[src/rtl/input_cond_pkg.sv]
// Shared constants and helpers for the input conditioner.
//   DEF_SYNC_STAGES     - default synchronizer depth
//   DEF_DEBOUNCE_CYCLES - default stable-cycle count (10 ms at CLK_HZ)
//   CLK_HZ              - nominal board clock
//   ms_to_cycles(ms)    - converts a debounce time in ms to clock cycles
package input_cond_pkg;

    localparam int DEF_SYNC_STAGES     = 2;
    localparam int DEF_DEBOUNCE_CYCLES = 1000000;
    localparam int CLK_HZ              = 100000000;

    function automatic int ms_to_cycles(input int ms);
        return (CLK_HZ / 1000) * ms;
    endfunction

endpackage

[src/rtl/debounce_channel.sv]
// Single-bit input conditioning: synchronizer chain, stable-count debouncer,
// and registered one-cycle edge pulses.
//   clk, rst_n : clock, async active-low reset
//   raw        : asynchronous input level
//   clean      : debounced level
//   rise, fall : one-cycle pulses on the edge clean changes 0->1 / 1->0
module debounce_channel
    import input_cond_pkg::*;
#(
    parameter int SYNC_STAGES     = DEF_SYNC_STAGES,
    parameter int DEBOUNCE_CYCLES = DEF_DEBOUNCE_CYCLES
) (
    input  logic clk,
    input  logic rst_n,
    input  logic raw,
    output logic clean,
    output logic rise,
    output logic fall
);

    localparam int CNT_W = $clog2(DEBOUNCE_CYCLES);

    logic [SYNC_STAGES-1:0] sync_ff;
    logic                   sync;
    logic [CNT_W-1:0]       cnt;
    logic                   done;

    assign sync = sync_ff[SYNC_STAGES-1];
    assign done = (cnt == CNT_W'(DEBOUNCE_CYCLES - 1));

    always_ff @(posedge clk or negedge rst_n) begin
        if (!rst_n) begin
            sync_ff <= '0;
            cnt     <= '0;
            clean   <= 1'b0;
            rise    <= 1'b0;
            fall    <= 1'b0;
        end else begin
            sync_ff <= {sync_ff[SYNC_STAGES-2:0], raw};
            rise    <= 1'b0;
            fall    <= 1'b0;
            if (sync == clean) begin
                // Any agreeing cycle restarts qualification.
                cnt <= '0;
            end else if (done) begin
                clean <= sync;
                cnt   <= '0;
                rise  <= sync;
                fall  <= ~sync;
            end else begin
                cnt <= cnt + 1'b1;
            end
        end
    end

endmodule

[src/rtl/input_conditioner.sv]
// Conditions N_CH raw board inputs (switches/buttons) for the downstream gate
// stages. Each channel is independent; no combinational path from raw_in.
//   clk, rst_n : clock, async active-low reset
//   raw_in     : asynchronous input levels
//   clean_out  : debounced levels (drive downstream gate a/b inputs)
//   rise_pulse : one-cycle pulse per channel on clean_out 0->1
//   fall_pulse : one-cycle pulse per channel on clean_out 1->0
module input_conditioner
    import input_cond_pkg::*;
#(
    parameter int N_CH            = 2,
    parameter int SYNC_STAGES     = DEF_SYNC_STAGES,
    parameter int DEBOUNCE_CYCLES = DEF_DEBOUNCE_CYCLES
) (
    input  logic            clk,
    input  logic            rst_n,
    input  logic [N_CH-1:0] raw_in,
    output logic [N_CH-1:0] clean_out,
    output logic [N_CH-1:0] rise_pulse,
    output logic [N_CH-1:0] fall_pulse
);

    for (genvar i = 0; i < N_CH; i++) begin : g_ch
        debounce_channel #(
            .SYNC_STAGES     (SYNC_STAGES),
            .DEBOUNCE_CYCLES (DEBOUNCE_CYCLES)
        ) u_ch (
            .clk   (clk),
            .rst_n (rst_n),
            .raw   (raw_in[i]),
            .clean (clean_out[i]),
            .rise  (rise_pulse[i]),
            .fall  (fall_pulse[i])
        );
    end

endmodule

[config.mk]
export PLATFORM = sky130hd
export DESIGN_NAME = input_conditioner
export DESIGN_NICKNAME = d
export VERILOG_FILES = /design/src/rtl/input_cond_pkg.sv /design/src/rtl/debounce_channel.sv /design/src/rtl/input_conditioner.sv
export SDC_FILE = /design/constraint.sdc
export NUM_CORES = 1
export LEC_CHECK = 0
export BUFFER_PORTS_ARGS = -buffer_cell sky130_fd_sc_hd__buf_2
export CAP_MARGIN = 10
export CORE_ASPECT_RATIO = 1.2
export CORE_MARGIN = 3
export CORE_UTILIZATION = 35
export CTS_BUF_LIST = sky130_fd_sc_hd__clkbuf_8
export CTS_CLUSTER_SIZE = 8
export DETAILED_ROUTE_END_ITERATION = 6
export SETUP_SLACK_MARGIN = 0.15
export SLEW_MARGIN = 20
export SYNTH_ARGS = -nofsm -noshare
export SYNTH_HDL_FRONTEND = slang
export SYNTH_SLANG_ARGS = --single-unit
[constraint.sdc]
create_clock -name clk -period 1.95 [get_ports clk]
set_clock_uncertainty 0.2 [all_clocks]
set_input_delay 0.195 -clock clk [delete_from_list [all_inputs] [get_ports clk]]
set_output_delay 0.195 -clock clk [all_outputs]
set_load 0.05 [all_outputs]
Word level (Yosys, flattened, before mapping)

Index checks and enable logic that the tools add are counted.

Bits in registers: 50
Word-level logic and storage cells: 34
Output and inout bits: 6
Input port bits: 4

Bitwise gates (word level): 4
Multiplexer cells: 12
Reductions and logical operators: 2
Equality and inequality tests: 4
$add $sub $neg: 2

Operators with widths:

| operator              | number |
|---|---|
| $mux 20               | 4 |
| $add 20x1->20 const B | 2 |
| $eq 20x20->1 const B  | 2 |
| $mux 1                | 8 |
| $not 1->1             | 4 |
| $reduce_and 2->1      | 2 |
| $eq 1x1->1            | 2 |

Depth between registers and ports, before layout

Gate-level depths: netlist (run 1).

Depth after elaboration: 3
Gate-level depth with buffers: 6
Gate-level depth less buffers: 5

By module

From an unflattened synthesis (run 1), not the netlist that was laid out.

Cell total of the unflattened synthesis: 232
Area, all modules: 2347.3 µm²

By module, submodules not included:

| module           | area an instance (µm²) | seq. area each (µm²) | cells each | instances |
|---|---|---|---|---|
| debounce_channel | 1173.6                 | 625.6                | 116        | 2 |

Worst setup path after synthesis (run 1)

No wires, ideal clock.

Path kind: reg2reg
Start: register g_ch[0].u_ch.cnt[0]
End: register g_ch[0].u_ch.clean
Data arrival time: 1680 ps
Buffers on the path: 0
Data required time: 1622 ps
Stages on the path, launching flop included: 6
Period minus slack after synthesis: 2007 ps
Slack: -57 ps
Setup time: 128 ps
Cells stage by stage: dfrtp_1 ha_1 nand2_1 or2_2 or3_1 mux2_1

Longest elaborated chain between the ends: 2

RTL lines:

| element                           | line                   | source |
|---|---|---|
| from (decl)                       | debounce_channel.sv:25 | `logic [CNT_W-1:0] cnt;` |
| from (signal assigned)            | debounce_channel.sv:51 | `cnt <= cnt + 1'b1;` |
| $eq 20x20->1                      | debounce_channel.sv:29 | `assign done = (cnt == CNT_W'(DEBOUNCE_CYCLES - 1));` |
| $reduce_and 2->1 (no source line) | --                     |  |
| to (signal assigned)              | debounce_channel.sv:46 | `clean <= sync;` |
| to (decl)                         | debounce_channel.sv:16 | `output logic clean,` |

Every way passes these cells.
A chain may end at the register's enable or synchronous reset.

Worst setup path in the final report (run 1)

Start: register g_ch[1].u_ch.cnt[16]
End: register g_ch[1].u_ch.clean

Longest elaborated chain between the ends: 2

RTL lines:

| element                           | line |
|---|---|
| from (decl)                       | debounce_channel.sv:25 |
| from (signal assigned)            | debounce_channel.sv:51 |
| $eq 20x20->1                      | debounce_channel.sv:29 |
| $reduce_and 2->1 (no source line) | -- |
| to (signal assigned)              | debounce_channel.sv:46 |
| to (decl)                         | debounce_channel.sv:16 |

Every way passes these cells.

==> flow_summary.json, run 1 <==
{
  "netlist.area_leader.share_pct": 52.2,
  "cts.clk_slew.worst_paths_ns": 0.10,
  "ff_latch_area_um2": 1260,
  "async_reset_ff_share_pct": 100,
  "place_ws_ns": -0.0357,
  "finalHoldViolCount": 0,
  "fp.dieArea_um2": 7890,
  "p_clk_share_pct": 35.3,
  "synthTopCellsByArea": "dfrtp_1 (52%), xnor2_1 (4.7%), xor2_1 (4.7%)",
  "crit_type": "reg -> reg",
  "r2r_cells": 4,
  "yosys-top-cells-count": "dfrtp_1 (50), nor2_1 (27), nand2_1 (16)",
  "maxCapViolCount": 0,
  "fillers": 578,
  "die_x_um": 81.6,
  "grt_max_degree": 25,
  "finalSetupViolCount": 6,
  "yosys_warnings": 0,
  "crit_fanout": 3,
  "synth.most_common_cell": "dfrtp_1",
  "power_per_cell_area_nw_per_um2": 553,
  "synth_area_um2": 2400,
  "clk_path_buf_depth": 2,
  "rows": 32,
  "drive_gt1_share_pct": 40.9,
  "endpoint_kind": "register",
  "slowest_delay_ns": 0.53,
  "grt_pass1_wl_um": 9160,
  "drc": 0,
  "cts_buffers": 5,
  "drt-wirelength-per-cell_um": 14.2,
  "setup_ws_ns": -0.0491,
  "finalWirelength_um": 5430,
  "vdd_drop_max_uv": 324,
  "io_pins": 10,
  "cts_root_buffer": "clkbuf_8",
  "antenna-diode-count": 0,
  "synthFlopType": "dfrtp_1",
  "path_delay_family": "simple AND/OR/NAND/NOR gates",
  "status": "finished, violations left",
  "combPwrFrac_pct": 6.1,
  "critPathBufInv": 0,
  "fin_crit_sh_pct": 103,
  "violations": "negative setup slack",
  "grt-ovfl-total": 0,
  "total_power_w": 0.00182,
  "maxSlewHeadroom_pct": 63.5,
  "cts_tree": "done",
  "fmax_ghz": 0.500,
  "synth-edff-count": 0,
  "slew_violations": 0,
  "fin_cells": 381,
  "hold_ws_ns": 0.159,
  "dr_total_vias": 1914,
  "syn_to_final_growth_pct": 37.0,
  "post-dp-hpwl_um": 3440,
  "grt_use_total_pct": 14.8,
  "avgSynthCellArea_um2": 10.6,
  "p_switching_w": 0.000421,
  "cts-htree-levels": 2,
  "dpl.cell_count": 348,
  "ant_nets": 0,
  "grt_pass1_vias": 1973,
  "drt_iter0_markers": 107,
  "min_path_cells": 0,
  "multiInputGateArea_um2": 1240,
  "fin_crit_ns": 2.00,
  "hp-class": "reg -> reg",
  "slowest_stage": "or4_4",
  "critical_path_depth": 4,
  "cp.arrival_ns": 2.00,
  "startpoint_type": "register",
  "switching_share_pct": 23.1,
  "core_um2": 6530,
  "worst-slew-pin-transition_ns": 0.548,
  "via_per_inst": 5.02,
  "seq_area_frac_synth_pct": 52.2,
  "dr.pass1.iters": 4,
  "antenna_found_initial": 0,
  "synth.ff_latch_count": 50,
  "fin_nets": 301,
  "rsz0062_at_grt": "true",
  "cts_num_sinks": 50,
  "clock_latency_ns": 0.31,
  "synth.distinct_cells": 32,
  "syn_nets": 233,
  "crit_required_ns": 1.95,
  "syn_inst": 227,
  "synth_top_area_cell": "dfrtp_1",
  "portBuffers": 9,
  "p_int_w": 0.00140,
  "final_util_pct": 50.4,
  "p_leak_nw": 1.41,
  "p_seq_share_pct": 58.6,
  "start_util_pct": 36.8,
  "routabilityCongestion": 0.865,
  "crit_chain": "nand3_2 > or3_4 > or4_4 > mux2_4",
  "die_y_um": 96.7
}
-- sequential cells by signal (all words and copies together), names as in the netlist --
signal / cells
g_ch.u_ch.fall: 2
g_ch.u_ch.cnt: 40
g_ch.u_ch.clean: 2
g_ch.u_ch.sync_ff: 4
g_ch.u_ch.rise: 2
-- cell type report --
| type | count | share of cell area [%] |
|---|---|---|
| Sequential cell | 50 | 38.3 |
| Timing Repair Buffer | 71 | 17.0 |
| Clock inverter | 2 | 0.533 |
| Multi-Input combinational cell | 162 | 37.9 |
| Tap cell | 85 | 3.24 |
| Inverter | 5 | 0.571 |
| Clock buffer | 6 | 2.51 |
-- final timing paths --
check | start | endpoint | slack, ns
setup reg to reg | g_ch[1].u_ch.cnt[16]$_DFF_PN0_ | g_ch[1].u_ch.clean$_DFFE_PN0P_ | -0.05
hold reg to reg | g_ch[0].u_ch.sync_ff[0]$_DFF_PN0_ | g_ch[0].u_ch.sync_ff[1]$_DFF_PN0_ | 0.16
min in group asynchronous | rst_n | g_ch[1].u_ch.cnt[1]$_DFF_PN0_ | 0.20
max in group asynchronous | rst_n | g_ch[1].u_ch.cnt[18]$_DFF_PN0_ | 0.79
hold / removal | g_ch[0].u_ch.sync_ff[0]$_DFF_PN0_ | g_ch[0].u_ch.sync_ff[1]$_DFF_PN0_ | 0.16
setup / recovery | g_ch[1].u_ch.cnt[16]$_DFF_PN0_ | g_ch[1].u_ch.clean$_DFFE_PN0P_ | -0.05
-- layout by cell type, fill, tap and decap left out, types with 8 or more instances in the layout --
cell     count
nand2_1     14
xor2_1      13
nand3_1      9
o31ai_1      8
a21oi_1      8
nor2_1      27
dfrtp_1     44
xnor2_1     13
buf_2        9
buf_4       53
-- per-layer routing --
metal  routed length [um]  GRT usage, %  part of all wire (%)
met1                 2340          19.2                    43
met2                 2830          23.5                    52
met3                  101          3.35                   1.9
met4                  158          6.01                   2.9
met5                    0             0                     0
-- kinds of logic after synthesis --
| group | after synthesis | synth area share [%] |
|---|---|---|
| adder cells (fa/ha/maj) | 2 | 1.04 |
| buffers and inverters | 15 | 3.49 |
| XOR/XNOR | 26 | 9.49 |
| multiplexers | 2 | 0.939 |
| AND/OR/NAND/NOR | 106 | 25.0 |
| flip-flops | 50 | 52.2 |
| AO/OA/AOI/OAI | 26 | 7.88 |
-- power by group through the flow --
stage          combinational (W)  sequential [W]  clock, W
3_3_place_gp           0.0000798         0.00108         0
3_5_place_dp           0.0000826         0.00108         0
6_report                0.000111         0.00107  0.000641
4_1_cts                 0.000104         0.00106  0.000673
2_1_floorplan          0.0000335         0.00108         0
5_1_grt                 0.000124         0.00107  0.000720
-- metrics by stage --
| stage | setup TNS (ns) | cell area (um^2) |
|---|---|---|
| final | -0.0806 | 3290 |
| after global placement | -0.0120 | 2830 |
| after CTS | 0 | 3150 |
| after global routing | -1.69 | 3290 |
| after floorplan | -0.0197 | 2450 |
| after detailed placement | -0.0531 | 2830 |
-- what timing repair did --
item / in CTS / in global routing
resized for setup: 21 / 17
endpoints found under the hold margin: 24 / 0
endpoints found under the setup margin: 45 / 46
hold buffers: 3 / 0
cloned: 1 / 0
buffers inserted: 13 / 8
pin swaps: 12 / 10
Note: power is estimated with default switching activity, not from simulation.
==> inputs of run 2 (changes only) <==
- GPL_TIMING_DRIVEN: default -> 0
==> run 2 against run 1 <==
- the flow still finishes with violations (negative setup slack)
- worst setup slack worse by 0.057 ns
- cell area grew 0.88%
- first-iteration DRC count is 29% lower
- register-to-register slack got worse by 0.06 ns
==> flow_summary.json, run 2 (same netlist as run 1, synthesis figures left out) <==
{
  "violations": "negative setup slack",
  "syn_to_final_growth_pct": 38.2,
  "fillers": 578,
  "endpoint_kind": "register",
  "grt_pass1_wl_um": 9070,
  "grt-ovfl-total": 0,
  "grt_pass1_vias": 2006,
  "p_leak_nw": 1.34,
  "start_util_pct": 36.8,
  "ant_nets": 0,
  "io_pins": 10,
  "setup_ws_ns": -0.106,
  "portBuffers": 9,
  "finalSetupViolCount": 23,
  "fmax_ghz": 0.486,
  "p_switching_w": 0.000428,
  "antenna-diode-count": 0,
  "antenna_found_initial": 0,
  "top_regs": "g_ch.u_ch.cnt (40), g_ch.u_ch.sync_ff (4)",
  "startpoint_type": "register",
  "drt-wirelength-per-cell_um": 14.1,
  "slowest_stage": "or4b_4",
  "r2r_cells": 4,
  "regToRegEndpoint": "g_ch[0].u_ch.clean$_DFFE_PN0P_",
  "fin_crit_sh_pct": 105,
  "grt_max_degree": 51,
  "finalWirelength_um": 5230,
  "fin_crit_ns": 2.06,
  "clock_latency_ns": 0.30,
  "via_per_inst": 5.17,
  "core_um2": 6530,
  "worst-slew-pin-transition_ns": 0.630,
  "final_cell_mix": "dfrtp_1 (48), buf_4 (36), nand2_1 (16), nor2_2 (15)",
  "drc": 0,
  "p_seq_share_pct": 58.4,
  "critPathBufInv": 0,
  "drive_gt1_share_pct": 46.7,
  "cp.arrival_ns": 2.05,
  "drt_iter0_markers": 76,
  "vdd_drop_max_uv": 401,
  "critical_path_depth": 4,
  "dpl.cell_count": 321,
  "power_per_cell_area_nw_per_um2": 550,
  "die_y_um": 96.7,
  "maxCapViolCount": 0,
  "rsz0062_at_grt": "true",
  "setup_tns_ns": -0.915,
  "combPwrFrac_pct": 7.1,
  "maxSlewHeadroom_pct": 58.0,
  "largest_reg_flops": 40,
  "cts_tree": "done",
  "dr_total_vias": 1914,
  "status": "finished, violations left",
  "startpoint": "g_ch[0].u_ch.cnt[16]$_DFF_PN0_",
  "layout_commonest_cell": "dfrtp_1",
  "cts_root_buffer": "clkbuf_8",
  "rows": 32,
  "crit_type": "reg -> reg",
  "cts_num_sinks": 50,
  "routabilityCongestion": 0.822,
  "final_util_pct": 50.8,
  "dr.pass1.iters": 4,
  "die_x_um": 81.6,
  "slowest_delay_ns": 0.56,
  "post-dp-hpwl_um": 3060,
  "cts-htree-levels": 2,
  "p_int_w": 0.00140,
  "cts.clk_slew.worst_paths_ns": 0.09,
  "fin_nets": 290,
  "path_delay_family": "simple AND/OR/NAND/NOR gates",
  "largest-register": "g_ch.u_ch.cnt",
  "fp.dieArea_um2": 7890,
  "crit_required_ns": 1.94,
  "grt_use_total_pct": 14.5,
  "r2r_start": "g_ch[0].u_ch.cnt[16]$_DFF_PN0_",
  "crit_fanout": 5,
  "finalHoldViolCount": 0,
  "hp-class": "reg -> reg",
  "clk_path_buf_depth": 2,
  "p_clk_share_pct": 34.5,
  "switching_share_pct": 23.5,
  "crit_chain": "nand3_2 > or4b_4 > or3_4 > mux2_4",
  "cp-endpoint": "g_ch[0].u_ch.clean$_DFFE_PN0P_",
  "cts_buffers": 5,
  "rrSetupSlack_ns": -0.11,
  "fin_cells": 370,
  "slew_violations": 0
}
==> run 2: layout make-up <==
class,count,area (um^2),share of cell area [%]
Tap cell,85,106,3.21
Timing Repair Buffer,50,404,12.2
Clock buffer,6,82.6,2.49
Multi-Input combinational cell,162,1340,40.3
Clock inverter,2,12.5,0.377
Inverter,5,18.8,0.566
Buffer,10,100,3.02
Sequential cell,50,1250,37.8
==> run 2: metal layers <==
metal	vias to the layer above	global-route usage, %	share of wire, %
met1	969	17.1	42
met2	15	25.4	55
met4	0	5.12	1.3
met3	7	2.98	1.6
li1	923	-	-
met5	-	0	0
==> run 2: how the worst min path moves through the flow <==
stage,to,cells after the start,startpoint
after CTS,g_ch[0].u_ch.sync_ff[1]$_DFF_PN0_,0,g_ch[0].u_ch.sync_ff[0]$_DFF_PN0_
final,g_ch[0].u_ch.sync_ff[1]$_DFF_PN0_,0,g_ch[0].u_ch.sync_ff[0]$_DFF_PN0_
after floorplan,g_ch[0].u_ch.clean$_DFFE_PN0P_,0,rst_n
after detailed placement,g_ch[1].u_ch.cnt[19]$_DFF_PN0_,1,rst_n
after global placement,g_ch[0].u_ch.sync_ff[0]$_DFF_PN0_,1,raw_in[0]
after global routing,g_ch[0].u_ch.sync_ff[1]$_DFF_PN0_,0,g_ch[0].u_ch.sync_ff[0]$_DFF_PN0_
==> run 2: timing repair <==
action,CTS,global route
endpoints found under the setup margin,46,46
hold buffers,3,0
resized for setup,44,37
cloned,3,0
endpoints found under the hold margin,52,0
pin swaps,22,14
setup buffers,32,3
==> run 2: worst register-to-register path, cell delays in order (launching register included) <==
cell and delay (ns):
dfrtp_1 0.42, nand3_2 0.11, or4b_4 0.56, or3_4 0.37, mux2_4 0.30
==> run 2: stage by stage <==
step                      setup slack [ns]  total power, W  hold WS (ns)  instance area [um^2]
after detailed placement            -0.277         0.00115        0.0620                  2610
after CTS                           -0.108         0.00184         0.157                  3160
after global routing                -0.150         0.00191         0.169                  3320
final                               -0.106         0.00182         0.155                  3320
after floorplan                    -0.0197         0.00111        -0.301                  2450
after global placement              -0.266         0.00115         0.103                  2610
==> run 2: power groups by stage <==
stage                     combinational [W]  clock, W  sequential [W]
after floorplan                   0.0000335         0         0.00108
after global placement            0.0000669         0         0.00108
after detailed placement          0.0000675         0         0.00108
after CTS                          0.000110  0.000663         0.00106
after global routing               0.000141  0.000705         0.00107
final                              0.000129  0.000630         0.00106
==> inputs of run 3 (changes only) <==
- CELL_PAD_IN_SITES_DETAIL_PLACEMENT: default -> 1
- CELL_PAD_IN_SITES_GLOBAL_PLACEMENT: default -> 1
- PLACE_DENSITY_LB_ADDON: default -> 0.1
==> run 3 against run 2 <==
- the run still ends with negative setup slack left
- worst hold slack about the same
- clock-buffer cell count decreased by 1
- sequential power about the same
- clock power increased by 17%
- utilization increased by 2.1 points
- cell area increased by 4.2%
- sequential share of layout area decreased by 1.2 points
- non-clock buffer count increased by 11
- highest routed layer unchanged
==> flow_summary.json, run 3 (same netlist as run 1, synthesis figures left out) <==
{
  "placed_area_um2": 2610,
  "largest-register": "g_ch.u_ch.cnt",
  "post-dp-hpwl_um": 3380,
  "fillers": 690,
  "antenna-diode-count": 0,
  "p_seq_share_pct": 55.3,
  "layout_commonest_cell": "buf_4",
  "grt_pass1_vias": 2053,
  "routabilityCongestion": 0.702,
  "via_per_inst": 5.10,
  "dr_total_vias": 1942,
  "crit_required_ns": 1.95,
  "crit_type": "reg -> reg",
  "ant_nets": 0,
  "ff_latch_area_um2": 1260,
  "post-route-cell-area_um2": 3450,
  "clk_path_buf_depth": 2,
  "maxCapViolCount": 0,
  "cts-htree-levels": 2,
  "slew_violations": 0,
  "die_y_um": 96.7,
  "grt_max_degree": 51,
  "maxSlewHeadroom_pct": 56.5,
  "finalHoldViolCount": 0,
  "fin_crit_sh_pct": 104,
  "finalSetupViolCount": 5,
  "top_usage_layer": "met2",
  "crit_fanout": 3,
  "cp.arrival_ns": 2.03,
  "grt_util_met3_pct": 3.07,
  "setup_ws_ns": -0.0731,
  "worst-slew-pin-transition_ns": 0.652,
  "cts_tree": "done",
  "top_regs": "g_ch.u_ch.cnt (40), g_ch.u_ch.sync_ff (4)",
  "cts_buffers": 5,
  "setup_tns_ns": -0.169,
  "die_x_um": 81.6,
  "cts.clk_slew.worst_paths_ns": 0.09,
  "fp.dieArea_um2": 7890,
  "finalWirelength_um": 6020,
  "grt_use_total_pct": 16.2,
  "total_power_w": 0.00193,
  "drt_iter0_markers": 63,
  "hp-class": "reg -> reg",
  "p_leak_nw": 1.40,
  "critPathBufInv": 0,
  "antenna_found_initial": 0,
  "core_um2": 6530,
  "r2r_cells": 4,
  "min_to": "g_ch[1].u_ch.sync_ff[1]$_DFF_PN0_",
  "final_util_pct": 52.9,
  "fin_nets": 301,
  "use_met1_pct": 19.8,
  "cts_num_sinks": 50,
  "syn_to_final_growth_pct": 44.0,
  "min_path_cells": 0,
  "drc": 0,
  "grt-ovfl-total": 0,
  "start_util_pct": 36.8,
  "p_int_w": 0.00149,
  "final_cell_mix": "buf_4 (47), dfrtp_1 (40), nor2_2 (19), nand2_1 (14)",
  "vdd_drop_max_uv": 337,
  "status": "finished, violations left",
  "portBuffers": 9,
  "dr.pass1.iters": 4,
  "use_met2_pct": 28.1,
  "r2r_start": "g_ch[0].u_ch.cnt[18]$_DFF_PN0_",
  "crit_chain": "nand3_2 > or4b_4 > or3_4 > mux2_4",
  "fin_crit_ns": 2.02,
  "p_clk_share_pct": 38.2,
  "holdCritStartpoint": "g_ch[1].u_ch.sync_ff[0]$_DFF_PN0_",
  "startpoint_type": "register",
  "p_switching_w": 0.000441,
  "combPwrFrac_pct": 6.4,
  "switching_share_pct": 22.9,
  "grt_pass1_wl_um": 9990,
  "slowest_stage": "or4b_4",
  "io_pins": 10,
  "endpoint_kind": "register",
  "violations": "negative setup slack",
  "clock_latency_ns": 0.31,
  "rsz0062_at_grt": "true",
  "path_delay_family": "simple AND/OR/NAND/NOR gates",
  "rrSetupSlack_ns": -0.07,
  "slowest_delay_ns": 0.55,
  "cts_root_buffer": "clkbuf_8",
  "drt-wirelength-per-cell_um": 15.8,
  "drive_gt1_share_pct": 54.4,
  "power_per_cell_area_nw_per_um2": 558,
  "regToRegEndpoint": "g_ch[0].u_ch.clean$_DFFE_PN0P_",
  "multiInputGateArea_um2": 1380,
  "rows": 32,
  "fmax_ghz": 0.494,
  "largest_reg_flops": 40
}
[run 3: changes by cell type in the layout (fill, tap and decap cells not counted), sizes merged]
| cell | before | now |
|---|---|---|
| inv | 5 | 6 |
| clkinv | 1 | 0 |
| clkbuf | 7 | 5 |
| buf | 56 | 68 |
| bufinv | 0 | 1 |
[run 3: stage by stage]
stage / cells / setup slack [ns] / hold slack [ns]
after floorplan: 227 / -0.0197 / -0.301
after global placement: 321 / -0.272 / 0.103
after detailed placement: 321 / -0.254 / 0.0730
after CTS: 370 / -0.0857 / 0.159
after global routing: 381 / -0.154 / 0.167
final: 381 / -0.0731 / 0.155
[run 3: power by group through the flow]
| stage | logic [W] | clock network [W] | registers (W) |
|---|---|---|---|
| floorplan | 0.0000335 | 0 | 0.00108 |
| global placement | 0.0000678 | 0 | 0.00108 |
| detailed placement | 0.0000682 | 0 | 0.00108 |
| CTS | 0.000113 | 0.000766 | 0.00107 |
| global route | 0.000137 | 0.000818 | 0.00107 |
| finish | 0.000124 | 0.000736 | 0.00107 |
[run 3: worst max-delay path by stage]
stage                              startpoint                              to  slack (ns)  depth (start not counted)
2_1_floorplan  g_ch[0].u_ch.cnt[16]$_DFF_PN0_  g_ch[0].u_ch.clean$_DFFE_PN0P_       -0.02                          4
3_3_place_gp    g_ch[1].u_ch.cnt[8]$_DFF_PN0_  g_ch[1].u_ch.cnt[10]$_DFF_PN0_       -0.27                          5
3_5_place_dp    g_ch[1].u_ch.cnt[8]$_DFF_PN0_  g_ch[1].u_ch.cnt[10]$_DFF_PN0_       -0.25                          5
4_1_cts        g_ch[0].u_ch.cnt[18]$_DFF_PN0_  g_ch[0].u_ch.clean$_DFFE_PN0P_       -0.09                          4
5_1_grt        g_ch[0].u_ch.cnt[18]$_DFF_PN0_  g_ch[0].u_ch.clean$_DFFE_PN0P_       -0.15                          4
6_report       g_ch[0].u_ch.cnt[18]$_DFF_PN0_  g_ch[0].u_ch.clean$_DFFE_PN0P_       -0.07                          4
[run 3: per-layer routing]
layer  routed length [um]  up-vias
li1                     -      939
met1                 2590      984
met2                 3240       10
met3                   88        9
met4                  112        0
met5                    0        -
[run 3: final cells by class]
type                       count  share of cell area (%)
buffer                        10                    2.72
clock buffer                   5                    1.99
clock inverter                 3                    1.20
inverter                       5                   0.543
multi-input combinational    162                    40.0
sequential                    50                    36.6
tap                           85                    3.08
timing repair buffer          61                    13.9
[run 3: timing repair]
item,CTS,global route
resized for setup,50,46
gates cloned,3,0
setup buffers,35,11
endpoints found under the setup margin,46,46
hold endpoints to repair,52,0
hold buffers,3,0
pin swaps,34,18
